--- src/rtl/imem_loader.sv ---
// Framed-image loader: parses LEN_HI, LEN_LO, 3 bytes/word, checksum; writes words to instruction memory.
// Latency: mem_we pulses 1 cycle after the third byte of a word is accepted; up to 1 byte/cycle.
// Backpressure: in_ready is high only while a load is parsing (LEN_HI..CHECK); bytes are ignored otherwise.
module imem_loader #(
    parameter int ADDR_W        = 12,
    parameter int IW            = 19,
    parameter bit HOLD_AT_RESET = 1'b1
) (
    input  logic              clk,
    input  logic              rst,
    input  logic              start,
    input  logic [7:0]        in_data,
    input  logic              in_valid,
    output logic              in_ready,
    output logic              mem_we,
    output logic [ADDR_W-1:0] mem_addr,
    output logic [IW-1:0]     mem_wdata,
    output logic              cpu_hold,
    output logic              busy,
    output logic              done,
    output logic [1:0]        error,
    output logic [ADDR_W:0]   words_written
);

    typedef enum logic [2:0] {
        S_IDLE,
        S_LEN_HI,
        S_LEN_LO,
        S_DATA,
        S_CHECK,
        S_DONE,
        S_ERR
    } state_t;

    // Largest legal image length: exactly fills the memory.
    localparam logic [16:0] CAP = 17'd1 << ADDR_W;

    state_t              state;
    state_t              state_nxt;
    logic                accept;
    logic                do_start;
    logic                err_set;
    logic [1:0]          err_code;
    logic                wr_word;

    logic [7:0]          len_hi_q;
    logic [15:0]         len_q;
    logic [15:0]         len_full;
    logic                too_long;
    logic                last_word;
    logic [1:0]          bidx;
    logic [2:0]          b0_q;
    logic [7:0]          b1_q;
    logic [7:0]          csum;
    logic [ADDR_W-1:0]   addr;
    logic                we_q;

    assign len_full  = {len_hi_q, in_data};
    assign too_long  = ({1'b0, len_full} > CAP);
    assign last_word = ((17'(words_written) + 17'd1) == {1'b0, len_q});

    // Reset must kill an in-flight write immediately, not at the next edge.
    assign mem_we = we_q & ~rst;

    // State register.
    always_ff @(posedge clk or posedge rst) begin
        if (rst) begin
            state <= S_IDLE;
        end else begin
            state <= state_nxt;
        end
    end

    // Next-state decode, handshake outputs and event strobes for the datapath.
    always_comb begin
        state_nxt = state;
        in_ready  = (state == S_LEN_HI) || (state == S_LEN_LO) ||
                    (state == S_DATA)   || (state == S_CHECK);
        busy      = in_ready;
        accept    = in_valid & in_ready;
        do_start  = 1'b0;
        err_set   = 1'b0;
        err_code  = 2'd0;
        wr_word   = 1'b0;
        case (state)
            S_IDLE, S_DONE, S_ERR: begin
                if (start) begin
                    do_start  = 1'b1;
                    state_nxt = S_LEN_HI;
                end
            end
            S_LEN_HI: begin
                if (accept) state_nxt = S_LEN_LO;
            end
            S_LEN_LO: begin
                if (accept) begin
                    if (too_long) begin
                        state_nxt = S_ERR;
                        err_set   = 1'b1;
                        err_code  = 2'd1;
                    end else if (len_full == 16'd0) begin
                        state_nxt = S_CHECK;
                    end else begin
                        state_nxt = S_DATA;
                    end
                end
            end
            S_DATA: begin
                if (accept) begin
                    if ((bidx == 2'd0) && (in_data[7:3] != 5'd0)) begin
                        state_nxt = S_ERR;
                        err_set   = 1'b1;
                        err_code  = 2'd2;
                    end else if (bidx == 2'd2) begin
                        wr_word = 1'b1;
                        // Leave DATA on the same edge the write launches so the
                        // checksum byte can be taken during the write cycle.
                        if (last_word) state_nxt = S_CHECK;
                    end
                end
            end
            S_CHECK: begin
                if (accept) begin
                    if (in_data == csum) begin
                        state_nxt = S_DONE;
                    end else begin
                        state_nxt = S_ERR;
                        err_set   = 1'b1;
                        err_code  = 2'd3;
                    end
                end
            end
            default: state_nxt = S_IDLE;
        endcase
    end

    // Datapath: length capture, word assembly, write launch, checksum and status.
    always_ff @(posedge clk or posedge rst) begin
        if (rst) begin
            len_hi_q      <= 8'd0;
            len_q         <= 16'd0;
            bidx          <= 2'd0;
            b0_q          <= 3'd0;
            b1_q          <= 8'd0;
            csum          <= 8'd0;
            addr          <= '0;
            we_q          <= 1'b0;
            mem_addr      <= '0;
            mem_wdata     <= '0;
            cpu_hold      <= HOLD_AT_RESET;
            done          <= 1'b0;
            error         <= 2'd0;
            words_written <= '0;
        end else begin
            we_q <= 1'b0;

            if (do_start) begin
                cpu_hold      <= 1'b1;
                done          <= 1'b0;
                error         <= 2'd0;
                words_written <= '0;
                csum          <= 8'd0;
                addr          <= '0;
            end

            if (accept) csum <= csum ^ in_data;

            if (accept && (state == S_LEN_HI)) len_hi_q <= in_data;

            if (accept && (state == S_LEN_LO)) begin
                len_q <= len_full;
                bidx  <= 2'd0;
            end

            if (accept && (state == S_DATA)) begin
                case (bidx)
                    2'd0:    begin b0_q <= in_data[2:0]; bidx <= 2'd1; end
                    2'd1:    begin b1_q <= in_data;      bidx <= 2'd2; end
                    default: bidx <= 2'd0;
                endcase
            end

            if (wr_word) begin
                we_q          <= 1'b1;
                mem_addr      <= addr;
                mem_wdata     <= {b0_q, b1_q, in_data};
                addr          <= addr + 1'b1;
                words_written <= words_written + 1'b1;
            end

            if ((state == S_CHECK) && (state_nxt == S_DONE)) begin
                done     <= 1'b1;
                cpu_hold <= 1'b0;
            end

            if (err_set) error <= err_code;
        end
    end

endmodule

--- config.mk ---
export PLATFORM = sky130hd
export DESIGN_NAME = imem_loader
export DESIGN_NICKNAME = d
export VERILOG_FILES = /design/src/rtl/imem_loader.sv
export SDC_FILE = /design/constraint.sdc
export NUM_CORES = 1
export LEC_CHECK = 0
export CAP_MARGIN = 20
export CORE_MARGIN = 4
export CORE_UTILIZATION = 35
export CTS_CLUSTER_SIZE = 25
export DETAILED_ROUTE_END_ITERATION = 10
export GPL_TIMING_DRIVEN = 0
export SETUP_SLACK_MARGIN = 0.4
export SYNTH_ARGS = -nofsm -noshare
export SYNTH_HDL_FRONTEND = slang
export SYNTH_SLANG_ARGS = --single-unit
--- constraint.sdc ---
create_clock -name clk -period 4.33 [get_ports clk]
set_input_delay 0.433 -clock clk [delete_from_list [all_inputs] [get_ports clk]]
set_output_delay 0.433 -clock clk [all_outputs]
set_load 0.005 [all_outputs]
**Word-level counts from Yosys, hierarchy flattened**

Index checks and enable logic that the tools add are counted.

- Register bits after elaboration: 109
- Output and inout bits: 51
- Word-level logic and storage cells: 102

- $add $sub $neg: 3
- Order comparisons: 1
- Equal/unequal tests: 11
- Muxes and demuxes: 48
- Bitwise gates (word level): 4
- Reduce and logical (&&, ||, !) cells: 20

Operators with widths:

| cell | count |
|---|---|
| 2-to-1 mux 3 bit | 10 |
| 2-to-1 mux 13 bit | 2 |
| 2-to-1 mux 12 bit | 2 |
| 2-to-1 mux 1 bit | 19 |
| 2-to-1 mux 2 bit | 9 |
| equality test 14 x 16 -> 1 bit | 1 |
| > comparator 16 x 13 -> 1 bit, second input constant | 1 |
| logical NOT 16 bit | 1 |
| 2-to-1 mux 8 bit | 2 |
| case mux 3 bit (5 select lines) | 1 |
| adder 13 x 1 -> 14 bit, second input constant | 1 |
| adder 13 x 1 -> 13 bit, second input constant | 1 |
| adder 12 x 1 -> 12 bit, second input constant | 1 |
| equality test 3 bit, second input constant | 4 |
| nonzero test 2 bit | 5 |
| equality test 8 bit | 1 |
| XOR 8 bit | 1 |
| equality test 3 x 2 -> 1 bit, second input constant | 2 |
| case mux 2 bit (3 select lines) | 1 |
| logical AND 1 bit | 5 |
| nonzero test 5 bit | 1 |
| case mux 2 bit (2 select lines) | 1 |
| AND reduction 2 bit | 2 |
| equality test 3 x 1 -> 1 bit, second input constant | 1 |
| other kinds (9) | 12 |

**Longest topological paths before layout**

Gate-level depths: netlist of the first run.

- Depth after elaboration: 10
- Mapped depth: 9
- Mapped depth without buffers: 7

**Worst setup path after synthesis of the first run**

Ideal clock, no wire load.

- Path kind: reg-to-reg
- From: register words_written[0]
- To: register state[2]
- Arrival time: 2.066 ns
- Path slack: 2.198 ns
- Stages on the path, launching flop included: 8
- Buffers on the path: 0
- Clock period less this slack: 2.132 ns
- Cell sequence: dfrtp_1 -> ha_1 -> inv_1 -> nor2_4 -> or2_2 -> a221o_2 -> a2111oi_4 -> a221o_1

- Cells in the longest elaborated chain, start to end: 7

Ends and longest elaborated chain:

| element | RTL line | source |
|---|---|---|
| from (decl) | 22 | `output logic [ADDR_W:0] words_written` |
| from (signal assigned) | 188 | `words_written <= words_written + 1'b1;` |
| adder 13 x 1 -> 14 bit | 60 | `assign last_word = ((17'(words_written) + 17'd1) == {1'b0, len_q});` |
| equality test 14 x 16 -> 1 bit | 60 |  |
| 2-to-1 mux 3 bit | 118 | `if (last_word) state_nxt = S_CHECK;` |
| 2-to-1 mux 3 bit | 114 | `end else if (bidx == 2'd2) begin` |
| 2-to-1 mux 3 bit | 110 | `if ((bidx == 2'd0) && (in_data[7:3] != 5'd0)) begin` |
| 2-to-1 mux 3 bit | 109 | `if (accept) begin` |
| case mux 3 bit (5 select lines) | 85 | `case (state)` |
| named net state_nxt[2] | 39 | `state_t state_nxt;` |
| to (signal assigned) | 70 | `state <= state_nxt;` |
| to (decl) | 38 | `state_t state;` |

The timed path passes the listed nets, and every way through them passes these cells.
A chain may end at the register's enable or synchronous reset.

**Final worst setup path of the first run**

- From: register state[1]
- To: output port in_ready

- Cells in the longest elaborated chain, start to end: 4
- Elaborated cells between the ends (all ways): 7
- Those cells by class: eq/ne (4); reduce/logical (3)

Ends and longest elaborated chain:

| element | RTL line | source |
|---|---|---|
| equality test 3 x 1 -> 1 bit / equality test 3 x 2 -> 1 bit (equally long branches) | 77 | `in_ready = (state == S_LEN_HI) \|\| (state == S_LEN_LO) \|\|` |
| logical OR 1 bit (2 in a row) | 77 |  |
| logical OR 1 bit * | 78 | `(state == S_DATA) \|\| (state == S_CHECK);` |
| to (decl) | 14 | `output logic in_ready,` |

Every way passes the cells marked *; elsewhere a longest branch is shown, timed or not.

==> impl_metrics.json, run 1 <==
{
  "finalMaxSlewViolations": 0,
  "coreArea_mm2": 0.0148,
  "final_cell_mix": "nand2_1 (130), dfrtp_1 (108), clkdlybuf4s50_1 (53)",
  "synthDominantCellAreaShare_pct": 50.7,
  "fin_area_mm2": 0.00644,
  "startpoint_type": "flip-flop",
  "hold_path_class": "reg2reg",
  "final_hold_viol_count": 0,
  "die_w_um": 131,
  "synthFlopType": "dfrtp_1",
  "drtAntennaViolNets": 0,
  "first_pass_iters": 4,
  "dp_hpwl_um": 9380,
  "synth.area.top_cells": "dfrtp_1 (51%), nand2_1 (9.2%), mux2_2 (6.8%)",
  "antenna_found_initial": 0,
  "worst-setup-path-type": "reg2out",
  "row_count": 44,
  "initial_core_util_pct": 36.1,
  "cts_sinks": 109,
  "grtUsageTotal_pct": 15.4,
  "power_density_mw_per_mm2": 541,
  "insertion_delay_ps": 350,
  "clockRootBuffer": "clkbuf_16",
  "remaining_drc_errors": 0,
  "fin_util_pct": 43.7,
  "tightest_slew_ps": 708,
  "endpoint_kind": "output pin",
  "postPlaceCellArea_mm2": 0.00612,
  "drv_cap": 0,
  "fmax_mhz": 394,
  "antennaDiodeCount": 0,
  "seq_area_frac_synth_pct": 51.2,
  "multi_input_area_mm2": 0.00240,
  "synth_area_mm2": 0.00533,
  "grt_max_degree": 74,
  "gp_congestion": 0.895,
  "synth_cells": 537,
  "path_clk_slew_ps": 80,
  "yosys.area.top_type": "dfrtp_1",
  "cts_inserted_buffers": 9,
  "nNetsFinal": 616,
  "drive_gt1_share_pct": 13.8,
  "cts_setup_buffers": 0,
  "avgSynthCellArea_um2": 9.93,
  "setup_tns_ps": 0,
  "slew-limit-headroom_pct": 52.6,
  "drt-vias-per-instance": 5.20,
  "finalCritPeriodShare_pct": 58.6,
  "design.portCount": 63,
  "setup_viol": 0,
  "p_leak_nw": 2.89,
  "syn_nets": 551,
  "routed_wl_um": 13000,
  "crit_required_ps": 3900,
  "cts_resized": 0,
  "skew_ps": 13.7,
  "path_max_fanout": 10,
  "status": "complete, no violations",
  "final_cells": 791,
  "hold_buffers": 0,
  "wl_per_cell_um": 16.4,
  "die-area_mm2": 0.0173,
  "synth-edff-count": 0,
  "numPlacedInstances": 775,
  "area_delta_synth_final_pct": 20.8,
  "synth-seq-cells": 109,
  "ir_worst_vdd_mv": 0.268,
  "ff_latch_area_mm2": 0.00273,
  "clockBufferDepth": 2,
  "first_iter_violations": 264,
  "grt_pass1_vias": 4226,
  "fill_cells": 1438,
  "grt_pass1_wl_um": 22000,
  "synthArstFlopShare_pct": 100,
  "rsz0062_at_grt": "no",
  "min_period_ps": 2540,
  "cts_tree": "done",
  "grt-ovfl-total": 0,
  "synth_cell_types": 68,
  "finalPower_w": 0.00349,
  "synth_warnings": 0,
  "die_y_um": 131,
  "worstPathArrival_ps": 2100,
  "htreeDepth": 3,
  "num_vias": 4110,
  "final_common_cell": "nand2_1",
  "portBuffers": 53
}
-- cell usage after synthesis, types with 2 or more instances --
library cell / n
nor3_1: 7
and4_1: 4
and3_1: 3
o31ai_1: 3
a21oi_1: 9
clkbuf_1: 18
inv_1: 7
or2_2: 2
nand3_1: 15
xor2_1: 4
or3_1: 3
o211ai_1: 4
and2_1: 2
nor2_1: 17
nor2b_1: 4
ha_1: 2
nand2_1: 130
buf_2: 7
dfrtp_1: 108
and3_2: 3
nand2b_1: 2
nand3b_1: 2
mux2_1: 3
mux2_2: 32
a31oi_1: 4
a21boi_1: 2
o21ai_1: 22
a21o_1: 9
o21ai_0: 27
nor3b_1: 9
nand4_1: 10
xnor2_1: 23
buf_6: 5
-- metrics by stage --
step	setup WS [ps]	hold WS [ps]
after floorplan	1020	433
after global placement	-545	446
after detailed placement	1760	462
after CTS	1800	469
after global routing	1640	488
final	1790	470
-- state kept, by name, indices dropped and copies added, names as in the netlist --
register	flops
we_q	1
bidx	2
done	1
addr	12
b0_q	3
state	3
cpu_hold	1
error	2
len_q	16
b1_q	8
len_hi_q	8
mem_addr	12
mem_wdata	19
words_written	13
csum	8
-- final cells by class --
| class | instances | share of cell area [%] |
|---|---|---|
| repair buffers | 54 | 8.66 |
| multi-input cells | 387 | 37.2 |
| well taps | 184 | 3.57 |
| flip-flops and latches | 109 | 42.3 |
| inverters | 9 | 0.602 |
| clock buffers | 11 | 3.92 |
| plain buffers | 32 | 2.64 |
| clock inverters | 5 | 1.05 |
-- critical path, cell delays in order (launching register included) --
cell and delay (ps):
dfrtp_1 400, buf_2 180, nor2_1 270, xnor2_1 240, buf_4 170, clkdlybuf4s50_1 490
-- kinds of logic (layout without fill, tap and decap cells) --
group	count (synthesis)	count (layout)	share of synthesized area, %
simple gates	227	227	21.0
flops	109	109	51.2
compound gates	93	93	11.0
buf+inv	41	111	3.87
mux	36	36	7.58
xor+xnor	28	28	4.74
fa+ha+maj	3	3	0.657
-- power by group --
group	leakage, nW	total (W)	switching (W)	internal (W)
logic	1.30	0.00110	0.000532	0.000570
registers	1.44	0.00151	0.000215	0.00130
clock network	0.158	0.000871	0.000383	0.000488
total	2.89	0.00349	0.00113	0.00236
-- metal layers --
layer / vias to the layer above / track usage (%) / wire (um)
met4: 0 / 3.79 / 172
met3: 17 / 3.36 / 644
met2: 102 / 25.2 / 6130
met5: - / 0 / 0
li1: 1989 / - / -
met1: 2002 / 20.8 / 6060
-- worst paths after layout --
path	startpoint	endpoint	slack [ps]	cells past startpoint
setup / recovery	state[1]$_DFF_PP0_	in_ready	1790	5
hold / removal	addr[11]$_DFFE_PP0P_	addr[11]$_DFFE_PP0P_	470	1
setup reg to reg	state[2]$_DFF_PP0_	words_written[2]$_DFFE_PP0P_	1850	9
hold reg to reg	addr[11]$_DFFE_PP0P_	addr[11]$_DFFE_PP0P_	470	1
max in group asynchronous	rst	cpu_hold$_DFFE_PP1P_	3110	3
min in group asynchronous	rst	mem_wdata[17]$_DFFE_PP0P_	490	2
Power figures use the tool's default switching activity.
==> run 2: changes to the inputs <==
- clock period: 4.33 -> 2.2 ns (I/O delays scaled with it)
==> impl_metrics.json, run 2 (synthesis results as in run 1) <==
{
  "grtUsageTotal_pct": 16.4,
  "final_cell_mix": "nand2_1 (127), dfrtp_1 (103), clkdlybuf4s50_1 (51)",
  "wl_per_cell_um": 17.0,
  "routed_wl_um": 14200,
  "grt_pass1_vias": 4379,
  "setup_ws_ps": 97.4,
  "initial_core_util_pct": 36.1,
  "crit_required_ps": 2490,
  "postPlaceCellArea_mm2": 0.00618,
  "worstPathArrival_ps": 2400,
  "hold_path_class": "in2reg",
  "final_hold_viol_count": 0,
  "drv_cap": 0,
  "startpoint_type": "flip-flop",
  "clockRootBuffer": "clkbuf_16",
  "drive_gt1_share_pct": 27.5,
  "setup_tns_ps": 0,
  "finalCritPeriodShare_pct": 95.6,
  "htreeDepth": 3,
  "clockBufferDepth": 2,
  "setup_viol": 0,
  "die-area_mm2": 0.0173,
  "status": "complete, no violations",
  "min_to": "mem_wdata[4]$_DFFE_PP0P_",
  "p_sw_share_pct": 33.1,
  "slew-limit-headroom_pct": 58.8,
  "met1_usage_pct": 20.5,
  "hold_buffers": 0,
  "p_int_w": 0.00494,
  "largestRegisters": "mem_wdata: 19 flops, len_q: 16 flops, words_written: 13 flops",
  "antennaDiodeCount": 0,
  "grt-ovfl-total": 0,
  "cts_inserted_buffers": 9,
  "endpoint_kind": "flip-flop",
  "final_cells": 839,
  "skew_ps": 8.30,
  "grt_busiest_layer": "met2",
  "antenna_found_initial": 0,
  "drt-vias-per-instance": 5.18,
  "numPlacedInstances": 776,
  "regMostFlops": "mem_wdata",
  "p_clk_share_pct": 20.9,
  "min_period_ps": 2100,
  "first_pass_iters": 4,
  "final_common_cell": "nand2_1",
  "portBuffers": 53,
  "fill_cells": 1333,
  "finalMaxSlewViolations": 0,
  "reg2reg_slack_ps": 100,
  "design.portCount": 63,
  "gp_congestion": 0.840,
  "worst-setup-path-type": "reg2reg",
  "cts_sinks": 109,
  "grt_pass1_wl_um": 23000,
  "p_leak_nw": 3.30,
  "worstReg2RegStart": "words_written[1]$_DFFE_PP0P_",
  "hp-start": "in_data[4]",
  "die_w_um": 131,
  "insertion_delay_ps": 360,
  "cts_tree": "done",
  "reg2reg_to": "state[2]$_DFF_PP0_",
  "use_met3_pct": 4.24,
  "rsz0062_at_grt": "yes",
  "comb_power_share_pct": 38.4,
  "fin_area_mm2": 0.00720,
  "use_met2_pct": 28.3,
  "finalPower_w": 0.00739,
  "seqPwrFrac_pct": 40.7,
  "remaining_drc_errors": 0,
  "grt_max_degree": 45,
  "tightest_slew_ps": 619,
  "post-place-ws_ps": -99.1,
  "path_max_fanout": 6,
  "dp_hpwl_um": 9290,
  "num_vias": 4349,
  "coreArea_mm2": 0.0148,
  "first_iter_violations": 320,
  "row_count": 44,
  "power_density_mw_per_mm2": 1030,
  "path_clk_slew_ps": 70,
  "whs_path_depth": 3,
  "worst_r2r_path_depth": 7,
  "largest_register_ffs": 19,
  "fmax_mhz": 476,
  "area_delta_synth_final_pct": 35.0,
  "nNetsFinal": 665,
  "p_switching_w": 0.00245,
  "drtAntennaViolNets": 0,
  "ir_worst_vdd_mv": 0.658,
  "die_y_um": 131
}
-- run 2: power groups by stage --
stage                     Sequential (W)  Combinational [W]  Clock (W)
after floorplan                  0.00290            0.00152          0
after global placement           0.00299            0.00213          0
after detailed placement         0.00301            0.00218          0
after CTS                        0.00299            0.00264    0.00159
after global routing             0.00309            0.00308    0.00167
final                            0.00301            0.00284    0.00155
-- run 2: area by class of cell --
cell class	instances	area, um2	area share, %
Tap cell	184	230	3.20
Inverter	9	45.0	0.626
Timing Repair Buffer	103	1010	14.0
Buffer	32	264	3.67
Clock inverter	3	21.3	0.295
Clock buffer	12	246	3.42
Multi-Input combinational cell	387	2650	36.8
Sequential cell	109	2740	38.0
-- run 2: per-stage QoR --
| stage | util (%) | hold slack, ps |
|---|---|---|
| after detailed placement | 41.9 | 451 |
| after CTS | 47.3 | 275 |
| after global routing | 48.8 | 330 |
| after floorplan | - | 433 |
| final | 48.8 | 279 |
| after global placement | 41.6 | 458 |
-- run 2: timing repair --
action                                  4_1_cts  5_1_grt
pin swaps                                    28        8
setup buffers                                36        9
gates cloned                                  1        2
endpoints found under the setup margin       91       88
gates resized for setup                      69       33
-- run 2: critical path: stages (launching register included) --
cell,delay [ps]
dfrtp_2,440
ha_4,200
inv_4,60
nor2_4,40
or2_4,220
a221o_2,410
a2111oi_4,430
a221o_1,230
-- run 2: metal layers --
metal	part of all wire [%]	wire [um]
met5	0	0
met3	4.5	645
met2	50	7110
met4	1.1	156
met1	44	6320
-- run 2: how the worst max path moves through the flow --
stage | from | end | slack (ps) | depth (start not counted)
finish | words_written[1]$_DFFE_PP0P_ | state[2]$_DFF_PP0_ | 100 | 7
global route | words_written[1]$_DFFE_PP0P_ | state[0]$_DFF_PP0_ | 60 | 7
CTS | words_written[1]$_DFFE_PP0P_ | state[2]$_DFF_PP0_ | 150 | 7
detailed placement | in_valid | words_written[2]$_DFFE_PP0P_ | -100 | 9
global placement | rst | words_written[0]$_DFFE_PP0P_ | -560 | 2
floorplan | words_written[0]$_DFFE_PP0P_ | state[2]$_DFF_PP0_ | 210 | 7
